--- config.mk ---
export PLATFORM = sky130hd
export DESIGN_NAME = button_debouncer
export DESIGN_NICKNAME = d
export VERILOG_FILES = /design/src/rtl/debounce_pkg.sv /design/src/rtl/d_flipflop.sv /design/src/rtl/button_debouncer.sv
export SDC_FILE = /design/constraint.sdc
export NUM_CORES = 1
export LEC_CHECK = 0
export ABC_AREA = 1
export BUFFER_PORTS_ARGS = -buffer_cell sky130_fd_sc_hd__buf_2
export CORE_MARGIN = 2
export CORE_UTILIZATION = 47
export DETAILED_ROUTE_END_ITERATION = 8
export GPL_ROUTABILITY_DRIVEN = 0
export PLACE_DENSITY = 0.77
export SYNTH_ARGS = -nofsm -noshare
export SYNTH_HDL_FRONTEND = slang
export SYNTH_SLANG_ARGS = --single-unit
--- constraint.sdc ---
create_clock -name clock -period 1.24 [get_ports clock]
set_clock_uncertainty 0.2 [all_clocks]
set_input_delay 0.186 -clock clock [delete_from_list [all_inputs] [get_ports clock]]
set_output_delay 0.186 -clock clock [all_outputs]
set_load 0.05 [all_outputs]
--- src/rtl/debounce_pkg.sv ---
// debounce_pkg: shared FSM state encoding and glitch-counter ceiling for button_debouncer
package debounce_pkg;
  typedef enum logic [1:0] {
    IDLE_LOW  = 2'd0,
    WAIT_HIGH = 2'd1,
    IDLE_HIGH = 2'd2,
    WAIT_LOW  = 2'd3
  } db_state_t;
  localparam logic [7:0] GLITCH_MAX = 8'd255;
endpackage

--- src/rtl/d_flipflop.sv ---
// d_flipflop: single D register with synchronous active-high reset (clock, reset, data_in -> data_out)
module d_flipflop (
  input  logic clock,
  input  logic reset,
  input  logic data_in,
  output logic data_out
);
  always_ff @(posedge clock)
    data_out <= reset ? 1'b0 : data_in;
endmodule

--- src/rtl/button_debouncer.sv ---
// button_debouncer: 2-flop synchroniser + stability FSM; ports clock, reset, data_in -> level, pulse_rise, pulse_fall, glitch_cnt[7:0]
module button_debouncer
  import debounce_pkg::*;
#(
  parameter int STABLE_CYCLES = 4,
  localparam int CNT_W = $clog2(STABLE_CYCLES)
) (
  input  logic       clock,
  input  logic       reset,
  input  logic       data_in,
  output logic       level,
  output logic       pulse_rise,
  output logic       pulse_fall,
  output logic [7:0] glitch_cnt
);
  logic s1, raw;
  db_state_t state, state_n;
  logic [CNT_W-1:0] cnt, cnt_n;
  logic level_n, rise_n, fall_n;
  logic [7:0] glitch_n, glitch_inc;
  d_flipflop u_sync1 (.clock(clock), .reset(reset), .data_in(data_in), .data_out(s1));
  d_flipflop u_sync2 (.clock(clock), .reset(reset), .data_in(s1), .data_out(raw));
  assign glitch_inc = (glitch_cnt == GLITCH_MAX) ? glitch_cnt : glitch_cnt + 8'd1;
  always_comb begin
    state_n  = state;
    cnt_n    = cnt;
    level_n  = level;
    rise_n   = 1'b0;
    fall_n   = 1'b0;
    glitch_n = glitch_cnt;
    unique case (state)
      IDLE_LOW: if (raw) begin
        state_n = WAIT_HIGH;
        cnt_n   = CNT_W'(1);
      end
      WAIT_HIGH: if (!raw) begin
        state_n  = IDLE_LOW;
        cnt_n    = '0;
        glitch_n = glitch_inc;
      end else if (cnt == CNT_W'(STABLE_CYCLES - 1)) begin
        state_n = IDLE_HIGH;
        cnt_n   = '0;
        level_n = 1'b1;
        rise_n  = 1'b1;
      end else cnt_n = cnt + CNT_W'(1);
      IDLE_HIGH: if (!raw) begin
        state_n = WAIT_LOW;
        cnt_n   = CNT_W'(1);
      end
      WAIT_LOW: if (raw) begin
        state_n  = IDLE_HIGH;
        cnt_n    = '0;
        glitch_n = glitch_inc;
      end else if (cnt == CNT_W'(STABLE_CYCLES - 1)) begin
        state_n = IDLE_LOW;
        cnt_n   = '0;
        level_n = 1'b0;
        fall_n  = 1'b1;
      end else cnt_n = cnt + CNT_W'(1);
      default: state_n = IDLE_LOW;
    endcase
  end
  always_ff @(posedge clock)
    if (reset) begin
      state      <= IDLE_LOW;
      cnt        <= '0;
      level      <= 1'b0;
      pulse_rise <= 1'b0;
      pulse_fall <= 1'b0;
      glitch_cnt <= '0;
    end else begin
      state      <= state_n;
      cnt        <= cnt_n;
      level      <= level_n;
      pulse_rise <= rise_n;
      pulse_fall <= fall_n;
      glitch_cnt <= glitch_n;
    end
endmodule
## After elaboration in Yosys (flattened, before gate mapping)

Cells that the tools add are included.

- Register bits: 17
- Input bits: 3
- Output and inout port bits: 11
- Word-level logic and storage cells: 58

- $add $sub $neg: 2
- Equality and inequality tests: 15
- Multiplexer cells: 22
- Bitwise gates (word level): 3
- Reduce and logical (&&, ||, !) cells: 8

Operators by type and width:

| kind | number |
|---|---|
| $mux 8 | 3 |
| $mux 2 | 10 |
| $pmux 2 s4 | 2 |
| $pmux 8 s2 | 1 |
| $ne 2x2->1 const B | 5 |
| $add 8x1->8 const B | 1 |
| $eq 8x8->1 const B | 1 |
| $eq 2x2->1 const B | 3 |
| $ne 2x1->1 const B | 3 |
| $reduce_or 3->1 | 2 |
| $mux 1 | 5 |
| $reduce_and 5->1 | 1 |
| $reduce_and 4->1 | 1 |
| $ne 3x2->1 const B | 1 |
| $ne 3x3->1 const B | 1 |
| $not 1->1 | 3 |
| $reduce_and 3->1 | 1 |
| $add 2x1->2 const B | 1 |
| $eq 2x1->1 const B | 1 |
| $logic_not 2->1 | 1 |
| $pmux 1 s2 | 1 |
| $reduce_and 2->1 | 1 |
| $reduce_bool 2->1 | 1 |

## Depth between registers and ports, before layout

- Word-level depth: 4
- Depth in mapped cells: 9

## Cells and area by module

Synthesis repeated with hierarchy kept, for this count alone.

- Cell total of the unflattened synthesis: 114
- Area, all modules: 783.3 µm²

Modules (own cells, without submodules):

| module | times used | cells each | area an instance (µm²) | sequential area each (µm²) |
|---|---|---|---|---|
| button_debouncer | 1 | 108 | 723.2 | 300.3 |
| d_flipflop | 2 | 3 | 30.0 | 20.0 |

## Least setup slack after synthesis

Ideal clock, no wire load.

- Path type: register -> register
- Start: reg glitch_cnt[1]
- End: reg glitch_cnt[6]
- Arrival: 1.487 ns
- Path slack: -0.564 ns
- Cell stages (with the launch flop): 9
- Buffers on the path: 0
- Cell sequence: dfxtp_1 ha_1 nand2_2 nor2_4 nand2_2 nand2_4 inv_2 a21oi_1 nor2_1

- Longest elaborated chain between the ends: 4
- Elaborated cells between the ends (all ways): 6
- Classes of those cells: add/sub (1); eq/ne (1); mux (4)

Ends and longest elaborated chain:

| item | line | source |
|---|---|---|
| start: declaration | button_debouncer.sv:14 | `output logic [7:0] glitch_cnt` |
| start signal: assignment | button_debouncer.sv:77 | `glitch_cnt <= glitch_n;` |
| $add 8x1->8 / $eq 8x8->1 (equally long branches) | button_debouncer.sv:23 | `assign glitch_inc = (glitch_cnt == GLITCH_MAX) ? glitch_cnt : glitch_cnt + 8'd1;` |
| $mux 8 * | button_debouncer.sv:23 |  |
| $mux 8 (on tied branches) | button_debouncer.sv:50, button_debouncer.sv:36 |  |
| $pmux 8 s2 * | button_debouncer.sv:31 | `unique case (state)` |

Mark *: on every way between the ends. The rest lies on a longest branch, timed or not. The select of a mux whose other input is x is not followed.
A chain may end at the register's enable or synchronous reset.

## Worst setup path in the final report

Ends and elaborated chain as after synthesis.

==> flow_summary.yaml <==
status:
  status: "complete, but fails checks"
  violations: "negative setup slack"
clock_network:
  cts.htree.levels: 1
  cts_buffer_depth: 2
  clkSlewWorstSetupHoldPaths_ps: 100
  clockRootBuffer: "clkbuf_4"
  worstSkewPairLatency_ps: 280
  cts_made_buffers: 3
  cts_tree: "done"
  cts.sink_count: 17
yosys:
  netlist_instances: 109
  synth_most_common_cell: "nand2_1"
  synth_edf_count: 0
  synth_common_cells: "nand2_1 (30), dfxtp_1 (17), nor2_1 (14), inv_1 (11), a21oi_1 (8)"
  yosys_warnings: 0
  yosys.area.top_type: "dfxtp_1"
  ys.flop_type: "dfxtp_1"
  ys_seq_area_share_pct: 43.2
  ys_types: 23
  synth_compound_area_share_pct: 9.37
  ys_ff_latch: 17
  yosys.area_share.simple_pct: 35.9
  muxShareOfSynthArea_pct: 0
  synth.top_cell.area_share_pct: 43.2
  ys_top_cells_by_area: "dfxtp_1 (43%), nand2_1 (14%), nor2_1 (6.7%), inv_1 (5.2%), a21oi_1 (5.1%)"
  postSynth.asyncResetShare_pct: 0
  syn_area_per_cell_um2: 7.23
  synth-xor-area-share_pct: 1.11
  synth-adder-area-share_pct: 3.17
  synth_top_family_by_area: "simple AND/OR/NAND/NOR gates"
  synth_nets: 114
  syn_area_um2: 788
placement:
  hpwl_um: 1280
  place_inst: 153
  post-place-ws_ps: -201
  portBuffers: 13
power_and_ir_drop:
  peakVddDrop_uv: 991
  power.leakage_uw: 0.000548
  powerDensity_mw_per_mm2: 718
critical_path:
  cp_top_family: "simple AND/OR/NAND/NOR gates"
  cp_common_cell: "nand2_4"
  worstSetupEndpointType: "register"
  critPathSlowestCell: "dfxtp_4"
  start_kind: "register"
  crit_chain: "ha_4 -> nand2_4 -> nor2_4 -> nand2_2 -> nand2_4 -> inv_2 -> nand3_2 -> nand2_1 -> nor2_1"
  path_class: "reg2reg"
  critPathMaxFanout: 4
  crit_arrival_ps: 1440
  worst-path-buf-inv: 1
  crit_required_ps: 1260
  slowest_delay_ps: 380
die:
  dieArea_mm2: 0.00202
  pin_count: 14
  core-area_mm2: 0.00154
  die_x_um: 45.0
  die_y_um: 45.0
  fp-row-count: 14
  start_util_pct: 51.1
final_layout:
  final_cell_count_no_fill: 164
  fillers: 89
  diodes: 0
  drive_gt1_share_pct: 52.0
  area_delta_synth_final_pct: 63.0
  nNetsFinal: 154
timing:
  setup_viol: 14
  maxSlewViolCount: 0
  period_minus_slack_ps: 1420
  worstMarginPinSlew_ps: 221
  clock.fmax_mhz: 704
  grt_setup_unrepaired: "true"
  whs_ps: 37.7
  worst_slack_ps: -180
  maxSlewHeadroom_pct: 85.3
  hold_viol_final: 0
  period_share_pct: 115
global_routing:
  grt_pass1_vias: 735
  antenna_found_initial: 0
  grt.total_usage_pct: 19.2
  grt_max_degree: 10
  grt_pass1_wl_um: 2880
  grt_overflow: 0
hold_path:
  hold_path_class: "in2reg"
detailed_routing:
  drtAntennaViolNets: 0
  dr_total_vias: 825
  wl_per_cell_um: 11.7
  drtIter0Drc: 7
  drt-total-wl_um: 1920
  drt_pass1_iterations: 4
  drc: 0
  vias_per_cell: 5.03
job:
  cap_violations: 0
-- routing by layer --
layer	track usage, %	routed length [µm]
met5	0	0
met4	6.47	27
met3	4.00	44
met2	34.6	1020
met1	22.3	825
-- metrics by stage --
| step | total power [µW] | area, µm² | TNS, ps | utilization, % |
|---|---|---|---|---|
| after floorplan | 603 | 825 | -1570 | - |
| final | 923 | 1280 | -1520 | 83.4 |
| after global placement | 624 | 1020 | -1080 | 66.5 |
| after CTS | 921 | 1190 | -1590 | 77.3 |
| after global routing | 959 | 1280 | -2410 | 83.4 |
| after detailed placement | 626 | 1020 | -1400 | 66.5 |
-- logic make-up (layout without fill, tap and decap cells) --
logic type                 count (synthesis)  count (layout)
DFF                                       17              17
xor gates and xnor gates                   1               1
AOI/OAI and AO/OA                         13              13
buffers and inverters                     15              54
adders and majority gates                  2               2
and+or+nand+nor                           61              61
-- layout make-up --
cell class                 instances  area (µm²)  share of cell area, %
tap                               16        20.0                   1.56
clock buffer                       4        26.3                   2.04
inverter                          14        52.6                   4.09
timing repair buffer              36         338                   26.3
sequential                        17         362                   28.1
multi-input combinational         77         487                   37.9
-- worst min-delay path: stages --
cell and delay [ps]:
buf_2 100, buf_4 160, a21oi_2 30
-- final timing paths --
check	startpoint	endpoint	slack (ps)	depth (start not counted)
setup / recovery	glitch_cnt[1]	glitch_cnt[6]	-180	9
hold reg to reg	u_sync1.data_out	u_sync2.data_out	200	2
hold / removal	reset	glitch_cnt[7]	40	3
setup reg to reg	glitch_cnt[1]	glitch_cnt[6]	-180	9
-- placed cells by master, fill, tap and decap left out --
master         Yosys  layout
nand2_1           30      26
buf_4              0      17
nor2_1            14      13
inv_1             11      10
dfxtp_2            0       8
buf_6              0       8
nand2_2            4       6
dfxtp_1           17       6
a21oi_2            0       5
clkbuf_4           0       5
buf_8              0       5
nor2_4             1       4
inv_2              2       3
nand2_4            1       3
a21oi_1            8       3
dfxtp_4            0       3
nand3_2            1       2
nand3b_1           2       2
ha_4               0       2
dlygate4sd3_1      0       2
buf_2              1       2
nand3_1            2       1
clkinv_1           1       1
o21ai_1            0       1
and3_1             1       1
o21ai_0            2       1
o211ai_1           1       1
a211oi_2           0       1
nor2_2             3       1
xor2_1             1       1
nor3_2             0       1
a31o_2             1       1
nor3_1             2       1
clkbuf_1           0       1
-- what timing repair did --
action,in CTS,in global routing
resized for setup,31,22
setup endpoints to repair,21,25
setup buffers,3,2
endpoints found under the hold margin,4,0
hold buffers,2,0
pin swaps,2,5
-- registers in the layout, indices dropped and copies added (netlist names), named ones only --
| signal | cells |
|---|---|
| glitch_cnt | 8 |
| u_sync1.data_out | 1 |
| state | 1 |
| pulse_fall | 1 |
| cnt | 2 |
| pulse_rise | 1 |
| u_sync2.data_out | 1 |
| level | 1 |
-- power breakdown --
part           switching (µW)  total (µW)  internal, µW  leakage (µW)
logic                    40.7        75.8          35.0      0.000389
registers                8.63         558           550      0.000144
clock network             164         289           125     0.0000150
(Power assumes the default switching activity.)
